$ cat config.mk
export PLATFORM = sky130hd
export DESIGN_NAME = bcd_display_scanner_flat
export DESIGN_NICKNAME = d
export VERILOG_FILES = /design/src/rtl/bcd_disp_pkg.sv /design/src/rtl/bcd_display_scanner_if.sv /design/src/rtl/bcd_to_seg.sv /design/src/rtl/bcd_display_scanner.sv /design/src/flat_wrapper.sv
export SDC_FILE = /design/constraint.sdc
export NUM_CORES = 1
export LEC_CHECK = 0
export BUFFER_PORTS_ARGS = -buffer_cell sky130_fd_sc_hd__buf_2
export CAP_MARGIN = 20
export CORE_ASPECT_RATIO = 0.6
export CORE_MARGIN = 1.5
export CORE_UTILIZATION = 45
export CTS_BUF_LIST = sky130_fd_sc_hd__clkbuf_4 sky130_fd_sc_hd__clkbuf_8 sky130_fd_sc_hd__clkbuf_16
export DETAILED_ROUTE_END_ITERATION = 16
export PLACE_DENSITY = 0.62
export SLEW_MARGIN = 0
export SYNTH_ARGS = -nofsm -noshare
export SYNTH_HDL_FRONTEND = slang
export SYNTH_SLANG_ARGS = --single-unit
$ cat constraint.sdc
create_clock -name clk -period 6.05 [get_ports clk]
set_input_delay 0 -clock clk [delete_from_list [all_inputs] [get_ports clk]]
set_output_delay 0 -clock clk [all_outputs]
set_load 0.005 [all_outputs]
$ cat src/rtl/bcd_disp_pkg.sv
// Shared types and seven-segment glyphs for the BCD display scanner.
// Glyph bit order is {a,b,c,d,e,f,g}, active-high, segment a in bit 6.
package bcd_disp_pkg;

   localparam int SEG_W = 7;

   typedef logic [3:0]       bcd_t;
   typedef logic [SEG_W-1:0] seg_t;

   localparam seg_t SEG_0     = 7'h7E;
   localparam seg_t SEG_1     = 7'h30;
   localparam seg_t SEG_2     = 7'h6D;
   localparam seg_t SEG_3     = 7'h79;
   localparam seg_t SEG_4     = 7'h33;
   localparam seg_t SEG_5     = 7'h5B;
   localparam seg_t SEG_6     = 7'h5F;
   localparam seg_t SEG_7     = 7'h70;
   localparam seg_t SEG_8     = 7'h7F;
   localparam seg_t SEG_9     = 7'h7B;
   localparam seg_t SEG_DASH  = 7'h01;
   localparam seg_t SEG_BLANK = 7'h00;

endpackage

$ cat src/rtl/bcd_display_scanner_if.sv
// Digit-data and display-pin bundle between the counter bank and the scanner.
// master = producer/board side, slave = the scanner itself.
interface bcd_display_scanner_if #(
   parameter int NUM_DIGITS = 4
);
   import bcd_disp_pkg::*;

   logic [4*NUM_DIGITS-1:0] digits_in;
   logic                    update;
   logic                    blank_lz;
   logic                    upd_ack;
   seg_t                    seg;
   logic [NUM_DIGITS-1:0]   an;

   modport master (
      output digits_in, update, blank_lz,
      input  upd_ack, seg, an
   );

   modport slave (
      input  digits_in, update, blank_lz,
      output upd_ack, seg, an
   );

endinterface

$ cat src/rtl/bcd_to_seg.sv
// Combinational BCD to seven-segment decoder; codes 10-15 render as a dash.
module bcd_to_seg
   import bcd_disp_pkg::*;
(
   input  bcd_t bcd,
   output seg_t seg
);

   always_comb begin
      seg = SEG_DASH;
      case (bcd)
         4'd0:    seg = SEG_0;
         4'd1:    seg = SEG_1;
         4'd2:    seg = SEG_2;
         4'd3:    seg = SEG_3;
         4'd4:    seg = SEG_4;
         4'd5:    seg = SEG_5;
         4'd6:    seg = SEG_6;
         4'd7:    seg = SEG_7;
         4'd8:    seg = SEG_8;
         4'd9:    seg = SEG_9;
         default: seg = SEG_DASH;
      endcase
   end

endmodule

$ cat src/rtl/bcd_display_scanner.sv
// Multiplexed seven-segment scanner: frame-atomic snapshot of packed BCD digits,
// one-hot digit scan, leading-zero blanking and a delayed update acknowledge.
module bcd_display_scanner
   import bcd_disp_pkg::*;
#(
   parameter int NUM_DIGITS  = 4,
   parameter int REFRESH_DIV = 1000
) (
   input  logic                  clk,
   input  logic                  reset,
   bcd_display_scanner_if.slave  bus
);

   localparam int DATA_W = 4 * NUM_DIGITS;
   localparam int DIV_W  = (REFRESH_DIV > 1) ? $clog2(REFRESH_DIV) : 1;
   localparam int IDX_W  = (NUM_DIGITS > 1) ? $clog2(NUM_DIGITS) : 1;

   localparam logic [DIV_W-1:0] DIV_LAST = DIV_W'(REFRESH_DIV - 1);
   localparam logic [IDX_W-1:0] IDX_LAST = IDX_W'(NUM_DIGITS - 1);

   logic [DIV_W-1:0]      div_q,        div_d;
   logic [IDX_W-1:0]      idx_q,        idx_d;
   logic [DATA_W-1:0]     shadow_q,     shadow_d;
   logic [DATA_W-1:0]     pend_q,       pend_d;
   logic                  pend_valid_q, pend_valid_d;
   logic                  ack_arm_q,    ack_arm_d;
   logic                  upd_ack_q,    upd_ack_d;
   seg_t                  seg_q,        seg_d;
   logic [NUM_DIGITS-1:0] an_q,         an_d;

   logic digit_end;
   logic frame_end;

   bcd_t                  shadow_digit [NUM_DIGITS];
   bcd_t                  cur_digit;
   seg_t                  cur_glyph;
   logic [NUM_DIGITS:1]   zero_from;
   logic [NUM_DIGITS-1:0] lz_mask;

   assign zero_from[NUM_DIGITS] = 1'b1;

   // lz_mask[i] is set when digit i and everything above it is zero; digit 0 is never blanked.
   generate
      for (genvar gi = 0; gi < NUM_DIGITS; gi++) begin : g_digit
         assign shadow_digit[gi] = shadow_q[4*gi +: 4];
         if (gi == 0) begin : g_lsd
            assign lz_mask[gi] = 1'b0;
         end else begin : g_upper
            assign zero_from[gi] = (shadow_digit[gi] == 4'd0) && zero_from[gi+1];
            assign lz_mask[gi]   = zero_from[gi];
         end
      end
   endgenerate

   assign cur_digit = shadow_digit[idx_q];
   assign digit_end = (div_q == DIV_LAST);
   assign frame_end = digit_end && (idx_q == IDX_LAST);

   bcd_to_seg u_bcd_to_seg (
      .bcd (cur_digit),
      .seg (cur_glyph)
   );

   always_comb begin
      div_d        = digit_end ? '0 : div_q + 1'b1;
      idx_d        = idx_q;
      shadow_d     = shadow_q;
      pend_d       = pend_q;
      pend_valid_d = pend_valid_q;
      ack_arm_d    = 1'b0;
      upd_ack_d    = ack_arm_q;
      an_d         = NUM_DIGITS'(1) << idx_q;
      seg_d        = (bus.blank_lz && lz_mask[idx_q]) ? SEG_BLANK : cur_glyph;

      if (digit_end) begin
         idx_d = (idx_q == IDX_LAST) ? '0 : idx_q + 1'b1;
      end

      // Shadow only changes as idx wraps, so a frame never shows mixed snapshots.
      if (frame_end) begin
         if (bus.update) begin
            shadow_d     = bus.digits_in;
            pend_valid_d = 1'b0;
            ack_arm_d    = 1'b1;
         end else if (pend_valid_q) begin
            shadow_d     = pend_q;
            pend_valid_d = 1'b0;
            ack_arm_d    = 1'b1;
         end
      end else if (bus.update) begin
         pend_d       = bus.digits_in;
         pend_valid_d = 1'b1;
      end
   end

   // ack_arm delays the acknowledge one cycle so it lines up with an[0] rising.
   always_ff @(posedge clk) begin
      if (reset) begin
         div_q        <= '0;
         idx_q        <= '0;
         shadow_q     <= '0;
         pend_q       <= '0;
         pend_valid_q <= 1'b0;
         ack_arm_q    <= 1'b0;
         upd_ack_q    <= 1'b0;
         seg_q        <= SEG_BLANK;
         an_q         <= '0;
      end else begin
         div_q        <= div_d;
         idx_q        <= idx_d;
         shadow_q     <= shadow_d;
         pend_q       <= pend_d;
         pend_valid_q <= pend_valid_d;
         ack_arm_q    <= ack_arm_d;
         upd_ack_q    <= upd_ack_d;
         seg_q        <= seg_d;
         an_q         <= an_d;
      end
   end

   assign bus.upd_ack = upd_ack_q;
   assign bus.seg     = seg_q;
   assign bus.an      = an_q;

endmodule

$ cat src/flat_wrapper.sv
// flat-port wrapper written by rule: the top's interface ports become plain ports
module bcd_display_scanner_flat import bcd_disp_pkg::*;
#(
   parameter int NUM_DIGITS  = 4,
   parameter int REFRESH_DIV = 1000
)
  (clk, reset, bus_digits_in, bus_update, bus_blank_lz, bus_upd_ack, bus_seg, bus_an);
  bcd_display_scanner_if #(.NUM_DIGITS(NUM_DIGITS)) bus_i ();
  input  logic clk;
  input  logic reset;
  input wire logic [$bits(bus_i.digits_in)-1:0] bus_digits_in;
  input wire logic [$bits(bus_i.update)-1:0] bus_update;
  input wire logic [$bits(bus_i.blank_lz)-1:0] bus_blank_lz;
  output wire logic [$bits(bus_i.upd_ack)-1:0] bus_upd_ack;
  output wire logic [$bits(bus_i.seg)-1:0] bus_seg;
  output wire logic [$bits(bus_i.an)-1:0] bus_an;
  assign bus_i.digits_in = bus_digits_in;
  assign bus_i.update = bus_update;
  assign bus_i.blank_lz = bus_blank_lz;
  assign bus_upd_ack = bus_i.upd_ack;
  assign bus_seg = bus_i.seg;
  assign bus_an = bus_i.an;
  bcd_display_scanner #(.NUM_DIGITS(NUM_DIGITS), .REFRESH_DIV(REFRESH_DIV)) u_core (.clk(clk), .reset(reset), .bus(bus_i));
endmodule
; ---- Word-level counts from Yosys, hierarchy flattened
; Memory sizes are Yosys's and may differ from the RTL's. A register that Yosys moved wholly into a read port is not among the register bits.
; Index checks and enable logic that the tools add are counted.
[word_totals]
reg_bits = 51
mem_bits_ro = 112
inputBits = 20
out_inout_bits = 12
wordCells = 42
n_memories = 1
[op_classes]
n_addsub = 2
n_lt_le_gt_ge = 2
eq_ne = 2
n_shift = 1
mux = 10
n_bitwise = 2
n_reduce_logical = 14
[memory_table]
columns = name, words, width, read_ports, rd_clocked_by_memory_dff, wr, line
row1 = (name not given), 16, 7, 1, 1, 0, bcd_to_seg.sv:11  ; case (bcd)
[ops]
columns = op, count
row1 = 16-bit 2-to-1 mux, 2
row2 = 4-bit zero test, 3
row3 = 10-bit by 1-bit adder with 10-bit output (second input constant), 1
row4 = 10-bit == test (second input constant), 1
row5 = 4-bit binary-select mux with 2-bit select, 1
row6 = 4-bit 2-to-1 mux, 2
row7 = 2-bit OR reduction, 4
row8 = 1-bit logical AND, 4
row9 = 2-bit AND reduction, 2
row10 = 1-bit by 2-bit left shift with 4-bit output (first input constant), 1
row11 = 3-bit >= comparator (second input constant), 1
row12 = 2-bit by 3-bit < comparator with 1-bit output (second input constant), 1
row13 = 1-bit 2-to-1 mux, 3
row14 = 2-bit inverter with 3-bit output, 1
row15 = 2-bit by 1-bit adder with 2-bit output (second input constant), 1
row16 = 1-bit binary-select mux with 2-bit select, 1
row17 = 2-bit == test (second input constant), 1
row18 = 2-bit 2-to-1 mux, 1
row19 = 2-bit nonzero test, 1
row20 = 1-bit inverter, 1

; ---- Depth between registers and ports, before layout
; Gate-level depths: netlist of run 1.
[depth]
ltp_word = 7
depth_mapped = 8
mapped_depth_nobuf = 7

; ---- Modules after synthesis
; Synthesis of run 1 repeated with hierarchy kept, for this count alone.
[unflattened]
hier_cells = 281
hier_area_um2 = 2931.6
[modules_own_cells]
columns = mod, instances, cells_each, area_per_inst_um2, seq_area_each_um2
row1 = bcd_display_scanner, 1, 251, 2697.6, 1161.1
row2 = bcd_to_seg, 1, 30, 234.0, 0.0

; ---- Least setup slack after synthesis of run 1
; No wires, ideal clock.
[synth_path]
kind = reg-to-reg
start = register u_core.idx_q[0]
end = register u_core.seg_q[1], in the netlist u_core.bus.seg[1]
setup_time_ps = 86
arrival_time_ps = 1905
t_required_ps = 5964
setup_slack_ps = 4059
stages_incl_launch_ff = 8
n_path_buf = 1
period_less_slack_ps = 1991
path_cell_list = dfxtp_1 > buf_4 > mux4_2 > inv_1 > ha_1 > nor2_1 > a211o_1 > a211oi_1
[synth_via]
elab_chain_len = 4
word_cells_on_any_way = 8
cone_classes = mux (5) / bitwise (1) / reduce/logical (2)
[synth_lines]
columns = item, line
row1 = start: declaration, bcd_display_scanner.sv:22  ; logic [IDX_W-1:0] idx_q, idx_d;
row2 = start signal: assignment, bcd_display_scanner.sv:110  ; idx_q <= idx_d;
row3 = 1-bit binary-select mux with 2-bit select / 2-bit inverter with 3-bit output (equally long branches), "bcd_display_scanner.sv:73, bcd_display_scanner.sv:55"
row4 = 1-bit 2-to-1 mux (implied by the code) / 4-bit binary-select mux with 2-bit select (equally long branches), "bcd_display_scanner.sv:73, bcd_display_scanner.sv:55"
row5 = 1-bit logical AND / 4-bit 2-to-1 mux (equally long branches), "bcd_display_scanner.sv:73, bcd_display_scanner.sv:55"
row6 = 2-bit OR reduction (no line) / 4-bit 2-to-1 mux (equally long branches), -
row7 = end: declaration, bcd_display_scanner.sv:28  ; seg_t seg_q, seg_d;
; Parallel ways exist; a longest one is shown, timed or not. The select of a mux whose other input is x is not followed.
; A chain may end at the register's enable or synchronous reset.

; ---- Worst setup path after layout of run 1
[layout_path]
start = register u_core.idx_q[0]
end = register u_core.shadow_q[13]
[layout_via]
elab_chain_len = 3
[layout_lines]
columns = item, line
row1 = 2-bit == test, bcd_display_scanner.sv:57  ; assign frame_end = digit_end && (idx_q == IDX_LAST);
row2 = 1-bit logical AND, bcd_display_scanner.sv:57
row3 = 2-bit AND reduction (no line), -
row4 = end signal: assignment, bcd_display_scanner.sv:111  ; shadow_q <= shadow_d;
row5 = end: declaration, bcd_display_scanner.sv:23  ; logic [DATA_W-1:0] shadow_q, shadow_d;
; Every way passes these cells.

==> results.md, run 1 <==
- Num CTS Buffers: 9
- Gate Count Post-Synth: 260
- DP HPWL: 3.26 mm
- Net count, final: between 300 and 400
- Clk pwr share: 0.495
- Area of the multi-input gates: around 1300 um2
- RR Startpoint: u_core.idx_q[0]
- Worst setup EP type: flip-flop
- Largest net degree at the start of global routing: 52
- Most frequent cells in the layout: 58 x dfxtp_1, 35 x mux2i_1, 33 x nor2_1, 31 x buf_2, 21 x a21oi_1
- Row count: 21
- Worst Skew: approximately 0.0070 ns
- Die Height: 61.9 um
- Register area share after synthesis: 0.446
- Total wire length: a little under 5 mm
- Final setup vio count: 0
- Share of post-route cells with drive strength above 1: 0.197
- Worst r2r dst: u_core.shadow_q[13]
- Drt initial violations: 80
- Worst vdd ir: 0.000133 V
- Worst-skew pair later-pin latency: around 0.33 ns
- Startpoint types: flip-flop
- Syn. warnings: 0
- CTS H-tree lvls: 3
- Register Area: between 1000 and 1500 um2
- Crit path max fanout: 18
- Max cap viols: 0
- Depth of the worst hold-timing path: 4
- CORE AREA: around 5600 um2
- Clk slew on worst S/H paths: ~0.07 ns
- TritonCTS clock tree: done
- Synth area leaders: dfxtp_1 45%, mux2i_1 13%, a211oi_1 5.2%, nor2_1 4.8%, a21oi_1 4.0%
- Die area: between 6000 and 7000 um2
- GRT overflow: 0
- Worst R2R Path Depth: 5
- P_sw: about 180 uW
- Yosys top cell by area: dfxtp_1
- Power Dens Cells: between 200 and 300 nW/um2
- Cts repair resizes: 0
- Seq pwr share: 0.442
- Int Pwr: 716 uW
- Worst-Margin Slew: a little over 0.9 ns
- Tmin final: ~2.8 ns
- CTS Sinks: just under 60
- Share of the synthesized area in the top cell type: 0.446
- CP max stage delay: approximately 0.76 ns
- Worst Hold End: u_core.bus.seg[4]
- First-pass GRT wire length: approximately 7.8 mm
- R2R Setup Slk: ~3.2 ns
- Tcrit/Tclk final: 0.466
- Crit path buffers/inverters: 1
- DIE WIDTH: 101 um
- Critical path's top delay family: simple AND/OR/NAND/NOR gates
- Worst Hold Class: in2reg
- Avg WL per Cell: 12.8 um
- DR DRC count: 0
- Post CTS Setup Buffer Count: 0
- Setup Crit Path Kind: reg2reg
- # diodes: 0
- Drt first pass iters: 4
- Synthesis-stage register bit count: a little under 60
- Yosys cell types: 35
- Most common cell after layout, fill and taps aside: dfxtp_1
- # IOs: 32
- Max frequency: around 350 MHz
- Worst EP required: about 6.2 ns
- Initial antenna violation count: 0
- Syn Std Cell Area: around 2600 um2
- Initial core utilization: 0.468
- Final hold violation count: 0
- Status: finished, final reports clean
- Synth Area per Inst: between 10 and 15 um2
- Switch share: 0.204
- I/O Buffers: 31
- Slowest stage cell on the critical path: nor4_4
- Synth Net Count: 288
- Max-slew headroom: 0.388
- Routed Antenna Nets: 0
- Min Hold Slack: between 0.1 and 0.15 ns
- Static leakage: roughly 1.3 nW
- Hold_sp: bus_blank_lz
- Vias in the first global route: ~1600
- Global-route total usage across every layer: 0.172
- Area growth syn-to-layout: 22.0%
- Critical Path, Cell by Cell: ha_1, inv_1, nor4_4, and2_0, a211oi_1
- Comb power frac: 0.062
- Hold-fix buffers, CTS: 16
- RSZ-0062 raised after global routing: no
- CP arrival: 2.99 ns
- Fillers: 535
- Final GP Congestion: ~0.75
- Via count: approximately 1900
- CTS Buffer Depth: 2
- Setup TNS: 0 ns
- Pins Over Slew Limit: 0
- Vias per cell: around 5.0
- Clock root cell: clkbuf_8
## layout make-up
cell class,count,area share
Clock buffer,11,0.0476
Clock inverter,5,0.0315
Inverter,8,0.00945
Multi-Input combinational cell,174,0.413
Sequential cell,58,0.365
Tap cell,80,0.0315
Timing Repair Buffer,48,0.102
## tightest hold or removal path, delay by kind of cell
kind	cells	cell delay, ns
simple gates	2	0.22
buf+inv	1	0.10
compound gates	1	0.12
## synthesized netlist by cell type
| library cell | number |
|---|---|
| and2_0 | 1 |
| or2_0 | 1 |
| nor4_4 | 1 |
| clkbuf_2 | 1 |
| a211o_1 | 1 |
| o41ai_4 | 1 |
| nand4b_2 | 1 |
| xor2_1 | 2 |
| buf_6 | 2 |
| buf_2 | 5 |
| nand4_1 | 1 |
| xnor2_1 | 6 |
| clkbuf_1 | 11 |
| nor3_1 | 8 |
| mux4_2 | 4 |
| nor3b_1 | 3 |
| mux2i_1 | 35 |
| dfxtp_1 | 58 |
| nor2b_1 | 3 |
| a21oi_1 | 21 |
| nand4_4 | 1 |
| nor2_1 | 33 |
| and3b_1 | 1 |
| or2_2 | 2 |
| nor3_2 | 1 |
| mux2_2 | 1 |
| inv_1 | 8 |
| nand2_1 | 4 |
| o21ai_0 | 6 |
| nand3_1 | 6 |
| ha_1 | 8 |
| nand3b_1 | 1 |
| nor4_1 | 3 |
| buf_4 | 1 |
| a211oi_1 | 18 |
## metal layers
metal,wire (um),up-vias,GRT usage
li1,-,993,-
met1,2590,862,0.242
met2,1910,51,0.230
met3,377,5,0.0783
met4,48,0,0.0595
met5,0,-,0
## cells by family after synthesis
logic type	share of synthesized area
mux	0.173
flops	0.446
fa+ha+maj	0.0384
buf+inv	0.0504
xor+xnor	0.0269
simple gates	0.147
compound gates	0.118
## flip-flops by register name, indices dropped and copies added, names as in the netlist
register             flops
u_core.pend_q           16
u_core.ack_arm_q         1
u_core.shadow_q         16
u_core.pend_valid_q      1
u_core.bus.an            4
u_core.div_q            10
u_core.bus.upd_ack       1
u_core.bus.seg           7
u_core.idx_q             2
## metrics by stage
| step | power, mW | worst slack [ns] | instance area [um2] | util | cells |
|---|---|---|---|---|---|
| finish | 0.900 | 3.23 | 3180 | 0.571 | 384 |
| floorplan | 0.441 | 4.06 | 2610 | - | 260 |
| detailed placement | 0.456 | 3.23 | 2770 | 0.497 | 352 |
| global placement | 0.455 | 3.27 | 2770 | 0.497 | 352 |
| CTS | 0.912 | 3.21 | 3180 | 0.571 | 384 |
| global route | 0.939 | 2.96 | 3180 | 0.571 | 384 |
## power groups by stage
stage	registers (mW)	logic [mW]	clock network (mW)
finish	0.398	0.0561	0.446
global route	0.399	0.0631	0.477
CTS	0.398	0.0569	0.457
detailed placement	0.407	0.0491	0
global placement	0.406	0.0485	0
floorplan	0.406	0.0346	0
## how the worst max path moves through the flow
stage                         start                   to  cells past startpoint
finish              u_core.idx_q[0]  u_core.shadow_q[13]                      5
floorplan           u_core.idx_q[0]    u_core.bus.seg[1]                      7
detailed placement  u_core.idx_q[0]  u_core.shadow_q[15]                      5
global route        u_core.idx_q[0]   u_core.shadow_q[3]                      5
global placement    u_core.idx_q[0]  u_core.shadow_q[12]                      5
CTS                 u_core.idx_q[0]  u_core.shadow_q[13]                      5
No activity file was read; power rests on OpenSTA's default activity.
==> run 2: changes to the inputs <==
- PLACE_DENSITY: 0.62 -> 0.65
- clock period: 6.05 -> 2.59 ns (I/O delays scaled with it)
==> results.md, run 2 (synthesized netlist as in run 1, its figures left out) <==
- GRT overflow: 0
- Max frequency: about 460 MHz
- CORE AREA: about 5600 um2
- Max cap viols: 0
- Final setup vio count: 0
- Total wire length: 5.01 mm
- Final worst slack: 0.428 ns
- DR DRC count: 0
- Largest net degree at the start of global routing: 30
- Worst Skew: 0.00569 ns
- Seq pwr share: 0.492
- I/O Buffers: 31
- Depth of the worst hold-timing path: 2
- Startpoint types: flip-flop
- Post CTS Setup Buffer Count: 0
- Placement Setup Slack: ~0.47 ns
- TritonCTS clock tree: done
- Net count, final: between 300 and 400
- Setup Crit Path Kind: reg2reg
- Initial core utilization: 0.468
- Via count: 1966
- Worst setup endpoint: u_core.bus.seg[1]
- Worst r2r dst: u_core.bus.seg[1]
- CTS Sinks: 58
- Share of post-route cells with drive strength above 1: 0.210
- RR Startpoint: u_core.idx_q[0]
- Pwr Total: ~1.9 mW
- Most common cell after layout, fill and taps aside: dfxtp_1
- Crit path max fanout: 10
- P_sw: between 400 and 500 uW
- Drt initial violations: between 40 and 50
- Clk pwr share: 0.437
- Drt first pass iters: 4
- Max-slew headroom: 0.571
- Worst-Margin Slew: around 0.64 ns
- Vias in the first global route: roughly 1800
- Static leakage: approximately 1.3 nW
- Die area: approximately 6300 um2
- Int Pwr: 1.47 mW
- # diodes: 0
- DIE WIDTH: 101 um
- Worst EP required: between 2 and 3 ns
- Worst-skew pair later-pin latency: ~0.33 ns
- Worst setup EP type: flip-flop
- Global-route total usage across every layer: 0.176
- Worst Hold Class: in2reg
- Initial antenna violation count: 0
- Final hold violation count: 0
- Row count: 21
- Status: finished, final reports clean
- Worst R2R Path Depth: 6
- Most frequent cells in the layout: 58 x dfxtp_1, 35 x mux2i_1, 33 x nor2_1, 31 x buf_2, 21 x a21oi_1
- # IOs: 32
- First-pass GRT wire length: between 8 and 9 mm
- Comb power frac: 0.071
- Die Height: roughly 62 um
- Final GP Congestion: approximately 0.84
- CTS H-tree lvls: 3
- Power Dens Cells: 597 nW/um2
- Top flop regs: u_core.pend_q (16), u_core.shadow_q (16), u_core.div_q (10)
- Num CTS Buffers: 9
- DP HPWL: between 3 and 4 mm
- Area growth syn-to-layout: 21.7%
- Vias per cell: between 5 and 6
- Avg WL per Cell: between 10 and 15 um
- Routed Antenna Nets: 0
- Worst vdd ir: approximately 0.00032 V
- Tcrit/Tclk final: 0.835
- R2R Setup Slk: about 0.43 ns
- CTS Buffer Depth: 2
- Switch share: 0.223
- CP startpoint: u_core.idx_q[0]
- Setup TNS: 0 ns
- RSZ-0062 raised after global routing: no
- Pins Over Slew Limit: 0
- Clock root cell: clkbuf_8
- CP arrival: about 2.4 ns
- Tmin final: about 2.2 ns
- Clk slew on worst S/H paths: about 0.060 ns
- Post-route cell area: approximately 3200 um2
- Placement-stage cell area: about 2800 um2
run 2: worst min path at each step:
stage / start / end / slack (ns)
floorplan: bus_digits_in[0] / u_core.pend_q[0] / 0.14
global placement: bus_digits_in[2] / u_core.pend_q[2] / 0.25
detailed placement: bus_digits_in[13] / u_core.pend_q[13] / 0.26
CTS: reset / u_core.pend_q[14] / 0.07
global route: reset / u_core.div_q[2] / 0.09
finish: reset / u_core.div_q[2] / 0.08
run 2: cell type report:
type	instances	area, um2
multi-input cells	174	1310
inverters	8	30.0
clock buffers	13	154
repair buffers	53	373
well taps	80	100
fillers	543	2400
flip-flops and latches	58	1160
clock inverters	3	40.0
run 2: what timing repair did:
item                      in CTS  in global routing
resized for setup              0                  0
hold buffers                  16                  0
hold endpoints to repair      16                  0
run 2: through the flow:
stage                util  instances  hold WS (ns)
finish              0.569        389        0.0812
global route        0.569        389        0.0911
CTS                 0.569        389        0.0670
detailed placement  0.506        357         0.255
global placement    0.506        357         0.250
floorplan               -        260         0.144
run 2: critical path: stages (launching register included):
cell and delay [ns]:
dfxtp_1 0.53, mux4_2 0.66, inv_1 0.14, ha_1 0.18, nor2_1 0.05, a211o_1 0.26
a211oi_1 0.24
run 2: power groups by stage:
stage	registers [mW]	logic, mW	clock network [mW]
after floorplan	0.949	0.0808	0
after global placement	0.949	0.116	0
after detailed placement	0.951	0.117	0
after CTS	0.931	0.136	0.845
after global routing	0.932	0.150	0.891
final	0.931	0.135	0.827
run 2: routing by layer:
| layer | vias up | track usage | routed length [um] |
|---|---|---|---|
| met2 | 39 | 0.252 | 2030 |
| met5 | - | 0 | 0 |
| met4 | 0 | 0.0833 | 59 |
| met1 | 917 | 0.242 | 2710 |
| li1 | 1004 | - | - |
| met3 | 6 | 0.0604 | 211 |
